<file path="src/rtl/boot_rom_arbiter.sv">
// Round-robin share of one combinational boot ROM port; grant is combinational, response registered 1 cycle later.
// No backpressure: requesters hold req/addr until gnt and must accept rvalid the cycle it arrives.
module boot_rom_arbiter #(
    parameter int unsigned NR_PORTS = 2,
    parameter logic [63:0] ROM_BASE = 64'h1000,
    parameter logic [63:0] ROM_SIZE = 64'h1000
) (
    input  logic                      clk_i,
    input  logic                      rst_ni,
    input  logic [NR_PORTS-1:0]       req_i,
    input  logic [NR_PORTS-1:0][63:0] addr_i,
    output logic [NR_PORTS-1:0]       gnt_o,
    output logic [NR_PORTS-1:0]       rvalid_o,
    output logic [NR_PORTS-1:0][63:0] rdata_o,
    output logic [NR_PORTS-1:0]       err_o,
    output logic [63:0]               rom_addr_o,
    input  logic [63:0]               rom_data_i
);
    localparam int unsigned PTR_W = (NR_PORTS > 1) ? $clog2(NR_PORTS) : 1;

    logic [PTR_W-1:0]          rr_q, rr_d;
    logic                      rsp_vld_q, rsp_vld_d;
    logic [PTR_W-1:0]          rsp_port_q, rsp_port_d;
    logic                      rsp_err_q, rsp_err_d;
    logic [NR_PORTS-1:0][63:0] rdata_q, rdata_d;

    logic             any_req;
    logic [PTR_W-1:0] win;
    logic [63:0]      win_addr;
    logic             hit;

    // Scan from the rr pointer with wrap; first requester found wins.
    always_comb begin
        logic [PTR_W-1:0] idx;
        any_req = 1'b0;
        win     = '0;
        idx     = '0;
        for (int i = 0; i < NR_PORTS; i++) begin
            idx = PTR_W'((int'(rr_q) + i) % NR_PORTS);
            if (!any_req && req_i[idx]) begin
                any_req = 1'b1;
                win     = idx;
            end
        end
    end

    // 65-bit compare so a window ending at the top of the address space cannot wrap.
    assign win_addr = addr_i[win];
    assign hit      = ({1'b0, win_addr} >= {1'b0, ROM_BASE}) &&
                      ({1'b0, win_addr} < ({1'b0, ROM_BASE} + {1'b0, ROM_SIZE}));

    always_comb begin
        gnt_o = '0;
        if (any_req) begin
            gnt_o[win] = 1'b1;
        end
    end

    assign rom_addr_o = (any_req && hit) ? {win_addr[63:3], 3'b000} : 64'h0;

    always_comb begin
        rr_d       = rr_q;
        rsp_vld_d  = any_req;
        rsp_port_d = rsp_port_q;
        rsp_err_d  = rsp_err_q;
        rdata_d    = rdata_q;
        if (any_req) begin
            rr_d          = PTR_W'((int'(win) + 1) % NR_PORTS);
            rsp_port_d    = win;
            rsp_err_d     = !hit;
            rdata_d[win]  = hit ? rom_data_i : 64'h0;
        end
    end

    always_ff @(posedge clk_i or negedge rst_ni) begin
        if (!rst_ni) begin
            rr_q       <= '0;
            rsp_vld_q  <= 1'b0;
            rsp_port_q <= '0;
            rsp_err_q  <= 1'b0;
            rdata_q    <= '0;
        end else begin
            rr_q       <= rr_d;
            rsp_vld_q  <= rsp_vld_d;
            rsp_port_q <= rsp_port_d;
            rsp_err_q  <= rsp_err_d;
            rdata_q    <= rdata_d;
        end
    end

    // Non-responding ports keep their last data; only valid/err are qualified per port.
    always_comb begin
        rvalid_o = '0;
        err_o    = '0;
        for (int k = 0; k < NR_PORTS; k++) begin
            if (rsp_vld_q && (rsp_port_q == PTR_W'(k))) begin
                rvalid_o[k] = 1'b1;
                err_o[k]    = rsp_err_q;
            end
        end
    end

    assign rdata_o = rdata_q;

    for (genvar k = 0; k < NR_PORTS; k++) begin : g_addr_stable
        a_addr_stable: assert property (@(posedge clk_i) disable iff (!rst_ni)
            (req_i[k] && !gnt_o[k]) |=> (!req_i[k] || $stable(addr_i[k])));
    end

endmodule
</file>
<file path="config.mk">
export PLATFORM = sky130hd
export DESIGN_NAME = boot_rom_arbiter
export DESIGN_NICKNAME = d
export VERILOG_FILES = /design/src/rtl/boot_rom_arbiter.sv
export SDC_FILE = /design/constraint.sdc
export NUM_CORES = 1
export LEC_CHECK = 0
export ABC_AREA = 1
export BUFFER_PORTS_ARGS = -buffer_cell sky130_fd_sc_hd__buf_2
export CAP_MARGIN = 20
export CORE_MARGIN = 8
export CORE_UTILIZATION = 31
export DETAILED_ROUTE_END_ITERATION = 16
export SLEW_MARGIN = 10
export SYNTH_ARGS = -nofsm -noshare
export SYNTH_HDL_FRONTEND = slang
export SYNTH_SLANG_ARGS = --single-unit
</file>
<file path="constraint.sdc">
create_clock -name clk_i -period 2 [get_ports clk_i]
set_clock_uncertainty 0.1 [all_clocks]
set_input_delay 0 -clock clk_i [delete_from_list [all_inputs] [get_ports clk_i]]
set_output_delay 0 -clock clk_i [all_outputs]
set_load 0.02 [all_outputs]
</file>
==> results by group, run 1 <==
Outcome
  – Status: finished, violations left
  – Violated checks: setup timing

Floorplanning
  – Die Wd: roughly 170 µm
  – IO Pins: between 300 and 400
  – Starting Density: 31.2%
  – Die ar.: 28600 µm²
  – Core area: ~23000 µm²
  – DIE HEIGHT: roughly 170 µm
  – Row cnt: 56

Routing
  – Remaining DRCs: 0
  – Vias/cell: between 4 and 5
  – Routed Antenna Nets: 0
  – Final wirelength: around 29 mm
  – Drt initial violations: roughly 470
  – Vias: 7752
  – Drt first pass iters: 5
  – WL per Instance: 16.8 µm

Setup path
  – R2R depth: 16
  – R2R Path End: rdata_o[30]
  – Critical Path RT: between 1500 and 2000 ps
  – CP Class: reg2out
  – CP Capture Type: primary output
  – Critical Path Stages: 15
  – Critical Path AT: 2540 ps
  – CP Cell Sequence: inv_2 -> nand2_8 -> clkbuf_16 -> buf_4 -> nand3b_1 -> nand2_1 -> and2_4 -> nand2_1 -> nor2_1 -> nand3_2 -> nor2_4 -> nand2_4 -> clkbuf_16 -> nor2_4 -> buf_6
  – Worst stage delay on the critical path: 340 ps
  – CP bufs+invs: 5
  – Critical-path top delay cell: dfrtp_1
  – Top cell family by delay on the critical path: simple AND/OR/NAND/NOR gates
  – Critical R2R Launch: rr_q
  – Reg2reg setup slack: -540 ps
  – Worst-path fanout max: 13
  – Type of origin of the critical path: register

Finish
  – Share of layout cells above drive strength 1: between 40% and 50%
  – Fin cells: 1694
  – Area Growth Syn to Fin: 64.5%
  – Post-layout util: about half
  – Final net count: approximately 1600
  – Finished layout cell area: 12000 µm²

STA
  – Final Slew Violations: 0
  – Slew headroom: between 60% and 70%
  – Final Setup Violations: 140
  – RSZ-0062 raised after global routing: true
  – Worst-Margin Slew: 547 ps
  – Final Hold Viols: 0
  – Final worst path period share: 132%
  – Min Clock Period, post-route: roughly 2600 ps
  – Setup_tns: -68020 ps
  – Fmax: between 0.3 and 0.4 GHz
  – Fin worst setup slack: -637 ps

Yosys
  – Synth warnings: 0
  – Post-Synth Simple-Gate Area: a little under a third
  – Synth Area in Compound Gates: a little over a tenth
  – EDFF count, synth: 0
  – Mux cell area share after synthesis: 0%
  – Ys flop type: dfrtp_1
  – Sequential fraction of the synthesis area: about 45%
  – Synth Area in XOR/XNOR: 0%
  – Syn Inst Count: between 900 and 1000
  – Synthesized area: 7270 µm²
  – Unique cell type count in the Yosys netlist: 25
  – Seq cells post-synth: around 130
  – Post-synth ARST share: between 90% and 100%
  – Mean Syn Cell Area: slightly below 8 µm²
  – Largest family of logic cells by synthesized area: simple AND/OR/NAND/NOR gates
  – Synth Area in Adders: 0%

Clock network
  – Latest clock arrival within the worst-skew pair: slightly above 400 ps
  – CTS Buf Count: 17
  – CTS tree: yes
  – CTS Buffer Depth: 2
  – H-Tree Level Count: 4
  – TritonCTS Sinks: 132
  – Worst-path clk slew: around 70 ps
  – Root buffer cell: clkbuf_16

Global routing
  – Largest net degree at the start of global routing: 91
  – Vias in the first global route: 7923
  – Tot GR Track Use: a little under a fifth
  – Initial antenna violation count: 1
  – First-pass GRT wire length: about 42 mm
  – GRT Residual Overflow: 0

Place
  – DP HPWL: between 15 and 20 mm
  – Port-buffer cells: 333
  – Pre-CTS worst setup slack: -311 ps
  – Final Wtd Congestion: around 0.89
  – Placed instance area: a little over 9000 µm²
  – Placed Cells: around 1600

Power and ir drop
  – Peak VDD IR: around 570 µV
  – P per Cell Area: ~760 nW/µm²
  – P_leak: between 5 and 6 nW

Flow run
  – Number of max-cap violations: 0

Worst hold path
  – HP Class: in2async
## placed cells by master (no fill, tap or decap), types with 3 or more instances in the layout
cell type / instances
nand4_1: 3
buf_16: 4
inv_6: 6
conb_1: 54
o21ai_2: 10
nand3_2: 53
nand3_1: 28
nand2_8: 3
clkbuf_16: 21
nand3_4: 11
dlygate4sd3_1: 67
nor2_1: 168
buf_8: 6
o21ai_1: 5
nand2_1: 164
buf_4: 37
a21oi_1: 40
nand2_2: 13
bufinv_16: 3
buf_6: 12
bufbuf_16: 5
nor2_2: 8
o21ai_0: 6
nand3b_1: 6
dfrtp_1: 132
inv_1: 54
nor2_4: 8
a21oi_2: 88
buf_12: 19
buf_2: 321
## area by class of cell
class                           instances  area, µm²
Sequential cell                       132       3300
Clock inverter                         15        191
Clock buffer                           17        425
Fill cell                            2178      11300
Tap cell                              319        399
Inverter                               56        210
Timing Repair Buffer                  475       3530
Multi-Input combinational cell        679       3890
Antenna cell                            1       2.50
## Yosys cell counts (4+ instances only)
cell / n / area, µm²
o21ai_1: 8 / 40.0
dfrtp_1: 132 / 3300
nand3_2: 54 / 541
nor2_1: 182 / 683
clkbuf_1: 32 / 120
inv_1: 55 / 206
nand3b_1: 6 / 45.0
nand3_1: 38 / 190
buf_6: 13 / 146
and2_1: 4 / 25.0
nand2_1: 179 / 672
a21oi_1: 129 / 646
buf_4: 60 / 450
buf_2: 6 / 30.0
o21ai_0: 14 / 70.1
## metrics by stage
stage | total power, mW | hold WS, ps
2_1_floorplan | 4.48 | -396
3_3_place_gp | 5.31 | -87.1
3_5_place_dp | 5.33 | -97.5
4_1_cts | 8.92 | 27.1
5_1_grt | 9.46 | 54.8
6_report | 9.03 | 10.8
## registers in the layout, indices dropped and copies added (netlist names)
register    cells
rsp_err_q       1
rsp_port_q      1
rsp_vld_q       1
rdata_o       128
rr_q            1
## report_power, final
| part | switching [mW] | internal [mW] |
|---|---|---|
| clock | 1.30 | 2.00 |
| sequential | 0.191 | 3.00 |
| combinational | 1.57 | 0.974 |
| total | 3.07 | 5.97 |
## routing by layer
| metal | up-vias | global-route usage [%] | part of all wire (%) |
|---|---|---|---|
| li1 | 3747 | - | - |
| met1 | 3690 | 22.3 | 41 |
| met2 | 276 | 32.0 | 50 |
| met3 | 39 | 4.80 | 6.2 |
| met4 | 0 | 5.85 | 2.4 |
| met5 | - | 0 | 0 |
## timing repair
item                                   4_1_cts  5_1_grt
gates cloned                                 9        5
setup buffers                                7        9
hold buffers                                67        0
gates resized for setup                    104      119
endpoints found under the hold margin      262        0
pin swaps                                   20       30
setup endpoints to repair                  141      141
## cells by family after synthesis
| group | Yosys count |
|---|---|
| AO/OA/AOI/OAI | 153 |
| buffers and inverters | 169 |
| flip-flops | 132 |
| other | 1 |
| AND/OR/NAND/NOR | 471 |
## worst max path at each step
| stage | end | start | slack (ps) |
|---|---|---|---|
| floorplan | rom_addr_o[10] | rr_q | -50 |
| global placement | rom_addr_o[10] | rr_q | -270 |
| detailed placement | rdata_o[127] | rr_q | -310 |
| CTS | rom_addr_o[7] | rr_q | -590 |
| global route | rom_addr_o[10] | rr_q | -740 |
| finish | rom_addr_o[10] | rr_q | -640 |
Note: power is estimated with default switching activity, not from simulation.
==> run 2, diff against run 1 <==
clock period = 3.15 ns   (was 2 ns; I/O delays follow)
==> run 2 against run 1 <==
The run now ends clean. Final area decreased by 15%. Routed wire length decreased by 13%. Global-route usage decreased by 1.7 points. Die area unchanged. Clock power decreased by 42%. Hold slack improved by 55 ps. First-iteration DRC count increased by 1.9%. Sequential power decreased by 37%. Largest power group is now sequential cells.
==> results by group, run 2 (same netlist as run 1, synthesis figures left out) <==
Outcome
  – Status: complete, no violations

Finish
  – Fin cells: 1631 (-3.7%)
  – Largest register FFs: 128 (unchanged)
  – N_diodes: 0 (-1)
  – Finished layout cell area: 10200 µm² (-15%)
  – Commonest non-fill, non-tap cells in the layout: buf_2 (332), nor2_1 (181), nand2_1 (178)
  – Commonest non-fill, non-tap cell in the layout: buf_2
  – Post-layout util: 43.9% (-7.5 points)
  – Final net count: 1495 (-4.0%)
  – Area Growth Syn to Fin: 40.6%
  – Share of layout cells above drive strength 1: 33.6% (-13 points)

Power and ir drop
  – P per Cell Area: 516 nW/µm² (-32%)
  – Clk pwr share: 36.1% (-0.4 points)
  – Psw: 1.84 mW (-40%)
  – Internal: 3.42 mW (-43%)
  – Overall power: 5.27 mW (-42%)
  – Reg power frac: 38.2% (+2.9 points)
  – Peak VDD IR: 297 µV (-48%)
  – Combinational power share: 25.7% (-2.5 points)
  – Switch share: 35.0% (+1.1 points)
  – P_leak: 5.27 nW (-10%)

Floorplanning
  – IO Pins: 394 (unchanged)
  – Core area: 23300 µm² (unchanged)
  – Row cnt: 56 (unchanged)
  – Die ar.: 28600 µm² (unchanged)
  – Starting Density: 31.2% (unchanged)
  – DIE HEIGHT: 169 µm (unchanged)
  – Die Wd: 169 µm (unchanged)

Clock network
  – Latest clock arrival within the worst-skew pair: 410 ps (about the same)
  – TritonCTS Sinks: 132 (unchanged)
  – CTS Buf Count: 17 (unchanged)
  – Worst-path clk slew: 70 ps (about the same)
  – CTS tree: yes
  – H-Tree Level Count: 4 (unchanged)
  – CTS Buffer Depth: 2 (unchanged)
  – Root buffer cell: clkbuf_16

Global routing
  – GRT busiest layer: met2
  – Largest net degree at the start of global routing: 105 (+15%)
  – Met2 Use GR: 28.6% (-3.4 points)
  – Initial antenna violation count: 0 (-1)
  – Tot GR Track Use: 16.9% (-1.7 points)
  – Vias in the first global route: 7141 (-9.9%)
  – First-pass GRT wire length: 38.6 mm (-9.1%)
  – Met1 Usage GRT: 20.5% (-1.8 points)
  – GRT Residual Overflow: 0 (unchanged)
  – GRT met3 Usage: 4.36% (-0.44 points)

Routing
  – Vias/cell: 4.40 (-3.7%)
  – Routed Antenna Nets: 0 (unchanged)
  – Drt initial violations: 477 (+1.9%)
  – Remaining DRCs: 0 (unchanged)
  – Vias: 7184 (-7.3%)
  – Drt first pass iters: 5 (unchanged)
  – WL per Instance: 15.3 µm (-9.4%)
  – Final wirelength: 24.9 mm (-13%)

STA
  – Setup_tns: 0 ps (+68020 ps)
  – Final Hold Viols: 0 (unchanged)
  – RSZ-0062 raised after global routing: false
  – Fmax: roughly 0.35 GHz
  – Slew headroom: 31.1% (-32 points)
  – Final Setup Violations: 0 (-100%)
  – Min Clock Period, post-route: ~2800 ps
  – Final Slew Violations: 0 (unchanged)
  – Min Hold Slack: 65.4 ps (+54.5 ps)
  – Worst-Margin Slew: 1030 ps (+486 ps)
  – Fin worst setup slack: 308 ps (+945 ps)
  – Final worst path period share: 90.2%

Place
  – Placed instance area: 8960 µm² (-3.7%)
  – Port-buffer cells: 333 (unchanged)
  – Final Wtd Congestion: 0.886 (about the same)
  – DP HPWL: 18.1 mm (-6.5%)
  – Pre-CTS worst setup slack: 432 ps (+744 ps)
  – Placed Cells: 1532 (-2.1%)

Setup path
  – Critical Path RT: 3050 ps (+1150 ps)
  – Worst-path fanout max: 32 (+19)
  – Type of origin of the critical path: register
  – Critical Path AT: 2740 ps (+200 ps)
  – CP Capture Type: primary output
  – CP Class: reg2out

Worst hold path
  – HP Class: in2async

Flow run
  – Number of max-cap violations: 0 (unchanged)
==> run 2: final cells by class <==
| cell class | count | area, µm² |
|---|---|---|
| Clock inverter | 15 | 141 |
| Tap cell | 319 | 399 |
| Inverter | 56 | 210 |
| Timing Repair Buffer | 414 | 2510 |
| Fill cell | 2381 | 13000 |
| Multi-Input combinational cell | 678 | 3220 |
| Sequential cell | 132 | 3300 |
| Clock buffer | 17 | 425 |
==> run 2: repair_timing <==
action                                  CTS  global route
resized for setup                         0             2
hold endpoints to repair                207             0
buffers inserted                          0             0
endpoints found under the setup margin    0             9
hold buffers                             67             0
==> run 2: critical path: stages (launching register included) <==
cell	delay (ps)
dfrtp_1	340
inv_2	60
nand2_2	110
nand2_8	150
buf_12	200
o21ai_0	310
and2_1	180
nand2_1	40
nor2_1	90
nand3_1	130
nor2_1	160
nand2_2	180
nor2_1	170
buf_2	190
==> run 2: power by group through the flow <==
| stage | combinational [mW] | clock [mW] | sequential, mW |
|---|---|---|---|
| after floorplan | 0.550 | 0 | 2.30 |
| after global placement | 1.28 | 0 | 2.03 |
| after detailed placement | 1.30 | 0 | 2.04 |
| after CTS | 1.36 | 1.96 | 2.01 |
| after global routing | 1.49 | 2.04 | 2.04 |
| final | 1.36 | 1.90 | 2.01 |
==> run 2: path summary, 6_finish.rpt <==
path	start	end	slack, ps	cells past startpoint
worst min register to register	rdata_o[50]	rdata_o[50]	420	2
worst max-delay path	rr_q	rom_addr_o[10]	310	13
min in group clk_i	addr_i[115]	rdata_o[55]	100	8
max in group asynchronous	rst_ni	rdata_o[110]	2070	3
worst max register to register	rr_q	rdata_o[75]	530	12
worst min-delay path	rst_ni	rdata_o[84]	70	2
==> run 2: per-layer routing <==
metal	wire, µm	vias up
met1	10200	3287
met3	1840	30
met4	607	0
met5	0	-
met2	12200	272
li1	-	3595
